==> config.mk <==
export PLATFORM = sky130hd
export DESIGN_NAME = axioma_irq_arbiter
export DESIGN_NICKNAME = d
export VERILOG_FILES = /design/src/rtl/axioma_irq_arbiter.sv
export SDC_FILE = /design/constraint.sdc
export NUM_CORES = 1
export LEC_CHECK = 0
export ABC_AREA = 1
export ABC_CLOCK_PERIOD_IN_PS = 1300
export BUFFER_PORTS_ARGS = -buffer_cell sky130_fd_sc_hd__buf_2
export CAP_MARGIN = 10
export CORE_MARGIN = 1
export CORE_UTILIZATION = 48
export DETAILED_ROUTE_END_ITERATION = 10
export PLACE_DENSITY_LB_ADDON = 0.08
export SLEW_MARGIN = 20
export SYNTH_ARGS = -nofsm -noshare
export SYNTH_HDL_FRONTEND = slang
export SYNTH_SLANG_ARGS = --single-unit
export TNS_END_PERCENT = 30
==> constraint.sdc <==
create_clock -name clk -period 1.3 [get_ports clk]
set_input_delay 0.26 -clock clk [delete_from_list [all_inputs] [get_ports clk]]
set_output_delay 0.26 -clock clk [all_outputs]
set_load 0.005 [all_outputs]
==> src/rtl/axioma_irq_arbiter.sv <==
// External-interrupt sense/flag/mask registers and a fixed-priority arbiter that
// presents one registered interrupt request at a time to the CPU core.
module axioma_irq_arbiter #(
   parameter int unsigned SYNC_STAGES = 2
) (
   input  logic       clk,
   input  logic       reset,
   input  logic       int0_pin,
   input  logic       int1_pin,
   input  logic       timer0_compa,
   input  logic       timer0_compb,
   input  logic       timer0_overflow,
   input  logic       usart_rx_complete,
   input  logic       usart_udre,
   input  logic       usart_tx_complete,
   input  logic [5:0] io_addr,
   input  logic [7:0] io_data_in,
   input  logic       io_read,
   input  logic       io_write,
   output logic [7:0] io_data_out,
   input  logic       global_ie,
   output logic       irq_request,
   output logic [5:0] irq_vector,
   input  logic       irq_ack
);

   localparam logic [5:0] ADDR_EIFR  = 6'h1C;
   localparam logic [5:0] ADDR_EIMSK = 6'h1D;
   localparam logic [5:0] ADDR_EICRA = 6'h1E;

   localparam logic [1:0] ISC_LEVEL = 2'b00;
   localparam logic [1:0] ISC_ANY   = 2'b01;
   localparam logic [1:0] ISC_FALL  = 2'b10;
   localparam logic [1:0] ISC_RISE  = 2'b11;

   localparam logic [5:0] VEC_NONE   = 6'd0;
   localparam logic [5:0] VEC_INT0   = 6'd1;
   localparam logic [5:0] VEC_INT1   = 6'd2;
   localparam logic [5:0] VEC_COMPA  = 6'd14;
   localparam logic [5:0] VEC_COMPB  = 6'd15;
   localparam logic [5:0] VEC_OVF    = 6'd16;
   localparam logic [5:0] VEC_RX     = 6'd18;
   localparam logic [5:0] VEC_UDRE   = 6'd19;
   localparam logic [5:0] VEC_TX     = 6'd20;

   typedef enum logic [1:0] {
      IDLE,
      REQ,
      HOLDOFF
   } state_t;

   state_t state, state_nxt;

   logic [SYNC_STAGES-1:0] sync0, sync1;
   logic                   prev0, prev1;
   logic                   pin0_s, pin1_s;

   logic [1:0] eifr, eifr_nxt;
   logic [1:0] eimsk;
   logic [3:0] eicra;
   logic [1:0] isc0, isc1;

   logic       wr_eifr, wr_eimsk, wr_eicra;
   logic [1:0] edge_set;
   logic [1:0] ack_clr;

   logic [7:0] pending;
   logic       any_pending;
   logic [5:0] win_vec;

   logic       irq_request_nxt;
   logic [5:0] irq_vector_nxt;

   // Only the low nibble of the write data is architecturally meaningful.
   logic unused_data;
   assign unused_data = &{1'b0, io_data_in[7:4]};

   function automatic logic edge_hit(input logic [1:0] isc, input logic cur, input logic prv);
      logic hit;
      case (isc)
         ISC_ANY:  hit = cur ^ prv;
         ISC_FALL: hit = prv & ~cur;
         ISC_RISE: hit = cur & ~prv;
         default:  hit = 1'b0;
      endcase
      return hit;
   endfunction

   assign isc0   = eicra[1:0];
   assign isc1   = eicra[3:2];
   assign pin0_s = sync0[SYNC_STAGES-1];
   assign pin1_s = sync1[SYNC_STAGES-1];

   assign wr_eifr  = io_write && (io_addr == ADDR_EIFR);
   assign wr_eimsk = io_write && (io_addr == ADDR_EIMSK);
   assign wr_eicra = io_write && (io_addr == ADDR_EICRA);

   always_ff @(posedge clk) begin
      if (reset) begin
         sync0 <= '0;
         sync1 <= '0;
         prev0 <= 1'b0;
         prev1 <= 1'b0;
      end else begin
         sync0 <= {sync0[SYNC_STAGES-2:0], int0_pin};
         sync1 <= {sync1[SYNC_STAGES-2:0], int1_pin};
         prev0 <= pin0_s;
         prev1 <= pin1_s;
      end
   end

   assign edge_set[0] = edge_hit(isc0, pin0_s, prev0);
   assign edge_set[1] = edge_hit(isc1, pin1_s, prev1);

   // Acknowledging an edge-triggered external interrupt consumes its flag.
   assign ack_clr[0] = (state == REQ) && irq_ack && (irq_vector == VEC_INT0) && (isc0 != ISC_LEVEL);
   assign ack_clr[1] = (state == REQ) && irq_ack && (irq_vector == VEC_INT1) && (isc1 != ISC_LEVEL);

   // Clears are applied first so a coincident edge re-sets the flag.
   always_comb begin
      eifr_nxt = eifr;
      if (wr_eifr) begin
         eifr_nxt = eifr_nxt & ~io_data_in[1:0];
      end
      eifr_nxt = eifr_nxt & ~ack_clr;
      eifr_nxt = eifr_nxt | edge_set;
   end

   always_ff @(posedge clk) begin
      if (reset) begin
         eifr  <= '0;
         eimsk <= '0;
         eicra <= '0;
      end else begin
         eifr <= eifr_nxt;
         if (wr_eimsk) begin
            eimsk <= io_data_in[1:0];
         end
         if (wr_eicra) begin
            eicra <= io_data_in[3:0];
         end
      end
   end

   always_comb begin
      io_data_out = '0;
      if (io_read) begin
         case (io_addr)
            ADDR_EIFR:  io_data_out = {6'b0, eifr};
            ADDR_EIMSK: io_data_out = {6'b0, eimsk};
            ADDR_EICRA: io_data_out = {4'b0, eicra};
            default:    io_data_out = '0;
         endcase
      end
   end

   assign pending[0] = eimsk[0] && (eifr[0] || ((isc0 == ISC_LEVEL) && !pin0_s));
   assign pending[1] = eimsk[1] && (eifr[1] || ((isc1 == ISC_LEVEL) && !pin1_s));
   assign pending[2] = timer0_compa;
   assign pending[3] = timer0_compb;
   assign pending[4] = timer0_overflow;
   assign pending[5] = usart_rx_complete;
   assign pending[6] = usart_udre;
   assign pending[7] = usart_tx_complete;

   assign any_pending = |pending;

   always_comb begin
      win_vec = VEC_NONE;
      if      (pending[0]) win_vec = VEC_INT0;
      else if (pending[1]) win_vec = VEC_INT1;
      else if (pending[2]) win_vec = VEC_COMPA;
      else if (pending[3]) win_vec = VEC_COMPB;
      else if (pending[4]) win_vec = VEC_OVF;
      else if (pending[5]) win_vec = VEC_RX;
      else if (pending[6]) win_vec = VEC_UDRE;
      else if (pending[7]) win_vec = VEC_TX;
   end

   always_comb begin
      state_nxt       = state;
      irq_request_nxt = irq_request;
      irq_vector_nxt  = irq_vector;
      case (state)
         IDLE: begin
            if (global_ie && any_pending) begin
               state_nxt       = REQ;
               irq_request_nxt = 1'b1;
               irq_vector_nxt  = win_vec;
            end
         end
         REQ: begin
            if (irq_ack) begin
               state_nxt       = HOLDOFF;
               irq_request_nxt = 1'b0;
            end else if (!global_ie) begin
               state_nxt       = IDLE;
               irq_request_nxt = 1'b0;
            end
         end
         HOLDOFF: begin
            state_nxt = IDLE;
         end
         default: begin
            state_nxt       = IDLE;
            irq_request_nxt = 1'b0;
         end
      endcase
   end

   always_ff @(posedge clk) begin
      if (reset) begin
         state       <= IDLE;
         irq_request <= 1'b0;
         irq_vector  <= '0;
      end else begin
         state       <= state_nxt;
         irq_request <= irq_request_nxt;
         irq_vector  <= irq_vector_nxt;
      end
   end

endmodule

Yosys cells after proc, flatten, opt, wreduce, memory -nomap -nowiden. Index checks and enable logic that the tools add are counted.

Equal/unequal tests: 15. Bitwise logic cells: 16. Reductions and logical operators: 26. Muxes and demuxes: 21.

Operators with widths (count): two-way mux 5 bit (8); == test 6 x 5 -> 1 bit (second input constant) (3); logical AND 1 bit (13); one-hot mux 4 bit (3 select lines) (1); == test 2 bit (second input constant) (5); one-hot mux 1 bit (3 select lines) (3); two-way mux 2 bit (4); OR reduction 8 bit (1); == test 2 x 1 -> 1 bit (second input constant) (3); == test 6 x 1 -> 1 bit (second input constant) (1); == test 6 x 2 -> 1 bit (second input constant) (1); zero test 2 bit (3); NOT 1 bit (5); bitwise AND 1 bit (4); bitwise AND 2 bit (2); two-way mux 4 bit (1); NOT 2 bit (2); one-hot mux 2 bit (2 select lines) (1); AND reduction 2 bit (2); nonzero test 2 bit (2); two-way mux 1 bit (3); != test 3 bit (second input constant) (1); AND reduction 3 bit (1); zero test 1 bit (2); 4 further kinds (6).

Word-level logic and storage cells: 88. Register bits: 23. Bits of input ports: 28.

Depth between registers and ports, before layout.
Depth in word-level cells: 8. Mapped depth: 10. Depth with buffers taken out: 10.

Worst setup path after synthesis. No wires, ideal clock.

Kind: register to register. Start: register eicra[0]. End: register irq_vector[4]. Arrival time: 1.071 ns. Setup time: 0.128 ns. Stages on the path, launching flop included: 10. Path slack: 0.101 ns. Clock period less this slack: 1.199 ns. Cell sequence: dfxtp_1 > nor2_2 > nand2_1 > nand2_1 > nand2_2 > nand3_2 > nand3_2 > buf_6 > a21oi_1 > nor2_1.

Word-level cells in the longest chain between the ends: 7. Elaborated cells between the ends (all ways): 8. Classes of those cells: mux (1); reduce/logical (7).

RTL lines: start: declaration (RTL line 60) `logic [3:0] eicra;`; start signal: assignment (RTL line 140) `eicra <= io_data_in[3:0];`; zero test 2 bit * (RTL line 157) `assign pending[0] = eimsk[0] && (eifr[0] || ((isc0 == ISC_LEVEL) && !pin0_s));`; logical AND 1 bit * (RTL line 157); logical OR 1 bit * (RTL line 157); logical AND 1 bit * (RTL line 157); OR reduction 8 bit (RTL line 166) `assign any_pending = |pending;`; logical AND 1 bit (RTL line 186) `if (global_ie && any_pending) begin`; AND reduction 2 bit (no line); end signal: assignment (RTL line 219) `irq_vector <= irq_vector_nxt;`; end: declaration (RTL line 23) `output logic [5:0] irq_vector,`.

Mark *: on every way between the ends. The rest lies on a longest branch, timed or not. A chain may end at the register's enable or synchronous reset.

Worst setup path after layout.
Start: register eicra[1]. End: output port io_data_out[1].

Word-level cells in the longest chain between the ends: 2.

RTL lines: one-hot mux 4 bit (3 select lines) (RTL line 148) `case (io_addr)`; two-way mux 4 bit (RTL line 147) `if (io_read) begin`; end: declaration (RTL line 20) `output logic [7:0] io_data_out,`.

No other way between the ends.

==> summary.txt <==
Outcome
  • Status: finished with violations
  • Failing checks: negative setup slack

Finish
  • # diodes: 0
  • Most frequent cells in the layout: buf_2 (31), inv_1 (24), nand2_1 (20)
  • Finished Core Util: about 73%
  • Fill cells: ~180
  • Area Growth Syn to Fin: 38.87%
  • Post-route insts no fill: roughly 250
  • # nets final: 253
  • Sequential cell area: between 400 and 500 um2
  • Multi-input gate area: 696.9 um2
  • Share of layout cells above drive strength 1: between 40 and 50%
  • Leading cell type in the layout, fill and taps excluded: buf_2

Logic synthesis
  • Syn Std Cell Area: about 1200 um2
  • Synth Area per Inst: around 7 um2
  • Yosys reg bits: 22
  • Cells after synthesis: ~170
  • Register area share after synthesis: 36.78%
  • Ys Warns: 0
  • Synth unique cells: 30

Timing
  • Final hold violation count: 0
  • RSZ-0062 raised after global routing: true
  • Final min period: 1.383 ns
  • Fmax: around 720 MHz
  • Layout Skew: between 0.01 and 0.015 ns
  • Setup violations, final: 8
  • Setup WS post-layout: -0.08262 ns
  • Final period util: 106.4%
  • Final Max Slew Viols: 0

Clock network
  • H-tree levels: 1
  • Root Driver: clkbuf_4
  • CTS tree: done
  • Hold buffer count at cts: 0
  • # clock sinks: 22
  • Max Buffers Root-to-Sink: 2
  • Clk slew on worst S/H paths: between 0.1 and 0.15 ns
  • Clock Latency Late Sink: slightly above 0.3 ns
  • Num CTS Buffers: 3

GRT
  • First-pass GRT wire length: 4560 um
  • Vias in the first global route: 1151
  • Gr usage total: 22.29%
  • Antenna violations before repair: 0
  • Largest net degree at the start of global routing: 14
  • Gr ovfl total: 0

Floorplanning
  • Floorplan Core Area: about 2300 um2
  • Die ar.: 2698 um2
  • Initial Util: approximately 53%
  • Die Ht: approximately 52 um
  • Io pins: 43
  • Die X: 51.95 um
  • Row count: 17

Critical path
  • R2R Setup Slk: -0.05 ns
  • Worst-path fanout max: 2
  • Worst setup startpoint: eicra[1]
  • Worst path required time: around 1.0 ns
  • Critical path type: register to output port
  • Critical Path AT: between 1 and 1.5 ns
  • CP startpoint kind: register
  • CP endpoint kind: output port
  • R2r startpoint: eicra[1]

Detailed routing
  • Antenna Nets Post-Route: 0
  • First-pass DRT Iterations: 5
  • Total Routed Length: a little under 3000 um
  • Iteration-0 DRC Markers: 25
  • DR vias: about 1300
  • Vias per cell: ~5
  • DRC Markers: 0
  • Drt wl/cell: 12.01 um

Placement
  • Post-DP HPWL: between 2000 and 2500 um
  • GP Congestion: about 0.83
  • Port Buf Inserts: 33
  • Dpl cells: between 200 and 250

Power
  • Worst VDD drop: around 0.7 mV
  • P_leak: 0.0007791 uW
  • PD cells: ~890 nW/um2

Worst hold path
  • HP Start: int1_pin
  • Worst Hold Class: primary input to register

Job
  • Maxcap violations: 0
## through the flow
step                      total power (uW)  setup WS [ns]  setup TNS, ns  hold WS [ns]  instance area [um2]
final                                 1476       -0.08262        -0.3953        0.1358                 1663
after global routing                  1533        -0.1544         -1.164        0.1415                 1663
after CTS                             1457       -0.09805        -0.4092        0.1326                 1565
after detailed placement             934.7        -0.1354        -0.8411        0.3948                 1446
after global placement               924.8       -0.09965        -0.4498        0.3893                 1446
after floorplan                      852.6         0.1011              0        0.3670                 1212
## cells by family after synthesis
family / after synthesis / share of synthesized area [%]
other cells: 1 / 0.3132
flops: 22 / 36.78
compound gates: 39 / 18.60
fa+ha+maj: 4 / 4.180
simple gates: 65 / 26.33
buf+inv: 37 / 13.79
## cell type report
type | count | share of cell area [%]
multi-input combinational | 114 | 41.91
sequential | 22 | 26.86
timing repair buffer | 51 | 19.26
inverter | 29 | 6.697
tap | 28 | 2.107
clock inverter | 1 | 1.806
clock buffer | 3 | 1.354
## worst paths after layout
kind / cells past startpoint / to
worst max-delay path: 6 / io_data_out[1]
worst min-delay path: 3 / sync1[0]
worst max register to register: 8 / irq_vector[0]
worst min register to register: 2 / sync0[1]
## where the power goes
part	total, uW	switching, uW	leakage [uW]	internal (uW)
Combinational	237	133	0.000569	104
Sequential	719	16.8	0.000182	702
Clock	520	208	0.0000279	311
Total	1480	359	0.000779	1120
## per-layer routing
| metal | routed length, um | GRT usage, % | up-vias | part of all wire (%) |
|---|---|---|---|---|
| li1 | - | - | 641 | - |
| met1 | 1160 | 23.79 | 569 | 39 |
| met2 | 1634 | 44.23 | 49 | 55 |
| met3 | 142 | 2.632 | 4 | 4.8 |
| met4 | 41 | 6.757 | 0 | 1.4 |
| met5 | 0 | 0 | - | 0 |
## Yosys cell counts
library cell | instances | area [um2]
nand2_2 | 1 | 6.260
or2_2 | 1 | 6.260
o31ai_1 | 1 | 7.510
o32a_1 | 2 | 20.02
buf_6 | 1 | 11.26
a21oi_2 | 2 | 17.52
o211ai_1 | 1 | 7.510
nor3b_2 | 1 | 12.51
ha_1 | 4 | 50.05
nor4_2 | 1 | 12.51
a31oi_1 | 2 | 12.51
inv_1 | 29 | 108.9
nand3_2 | 2 | 20.02
nor4_1 | 2 | 12.51
o21ai_0 | 13 | 65.06
nor2_2 | 2 | 12.51
o21a_1 | 1 | 7.510
buf_4 | 5 | 37.54
nand3_1 | 6 | 30.03
nand2_1 | 20 | 75.07
nand4_1 | 2 | 12.51
dfxtp_1 | 22 | 440.4
conb_1 | 1 | 3.750
clkbuf_1 | 2 | 7.510
o21ai_1 | 2 | 10.01
or2_4 | 1 | 8.760
nand3b_1 | 1 | 7.510
nor2_1 | 21 | 78.83
nor3_1 | 4 | 20.02
a21oi_1 | 15 | 75.07
## flip-flops by register name, indices dropped and copies added, names as in the netlist
register     flops
eicra            4
irq_vector       5
eifr             2
state            2
sync0            2
prev1            1
prev0            1
eimsk            2
sync1            2
irq_request      1
## repair_timing
action	CTS	global route
gates resized for setup	18	20
gates cloned	0	1
setup endpoints to repair	11	12
hold endpoints to repair	0	0
pin swaps	3	5
setup buffers	3	3
## worst max-delay path: stages, from the launching register on
cell and delay, ns:
dfxtp_2 0.35, buf_6 0.12, inv_4 0.05, o21ai_2 0.04, o21ai_1 0.11, inv_1 0.04
buf_2 0.12
Note: power is estimated with default switching activity, not from simulation.
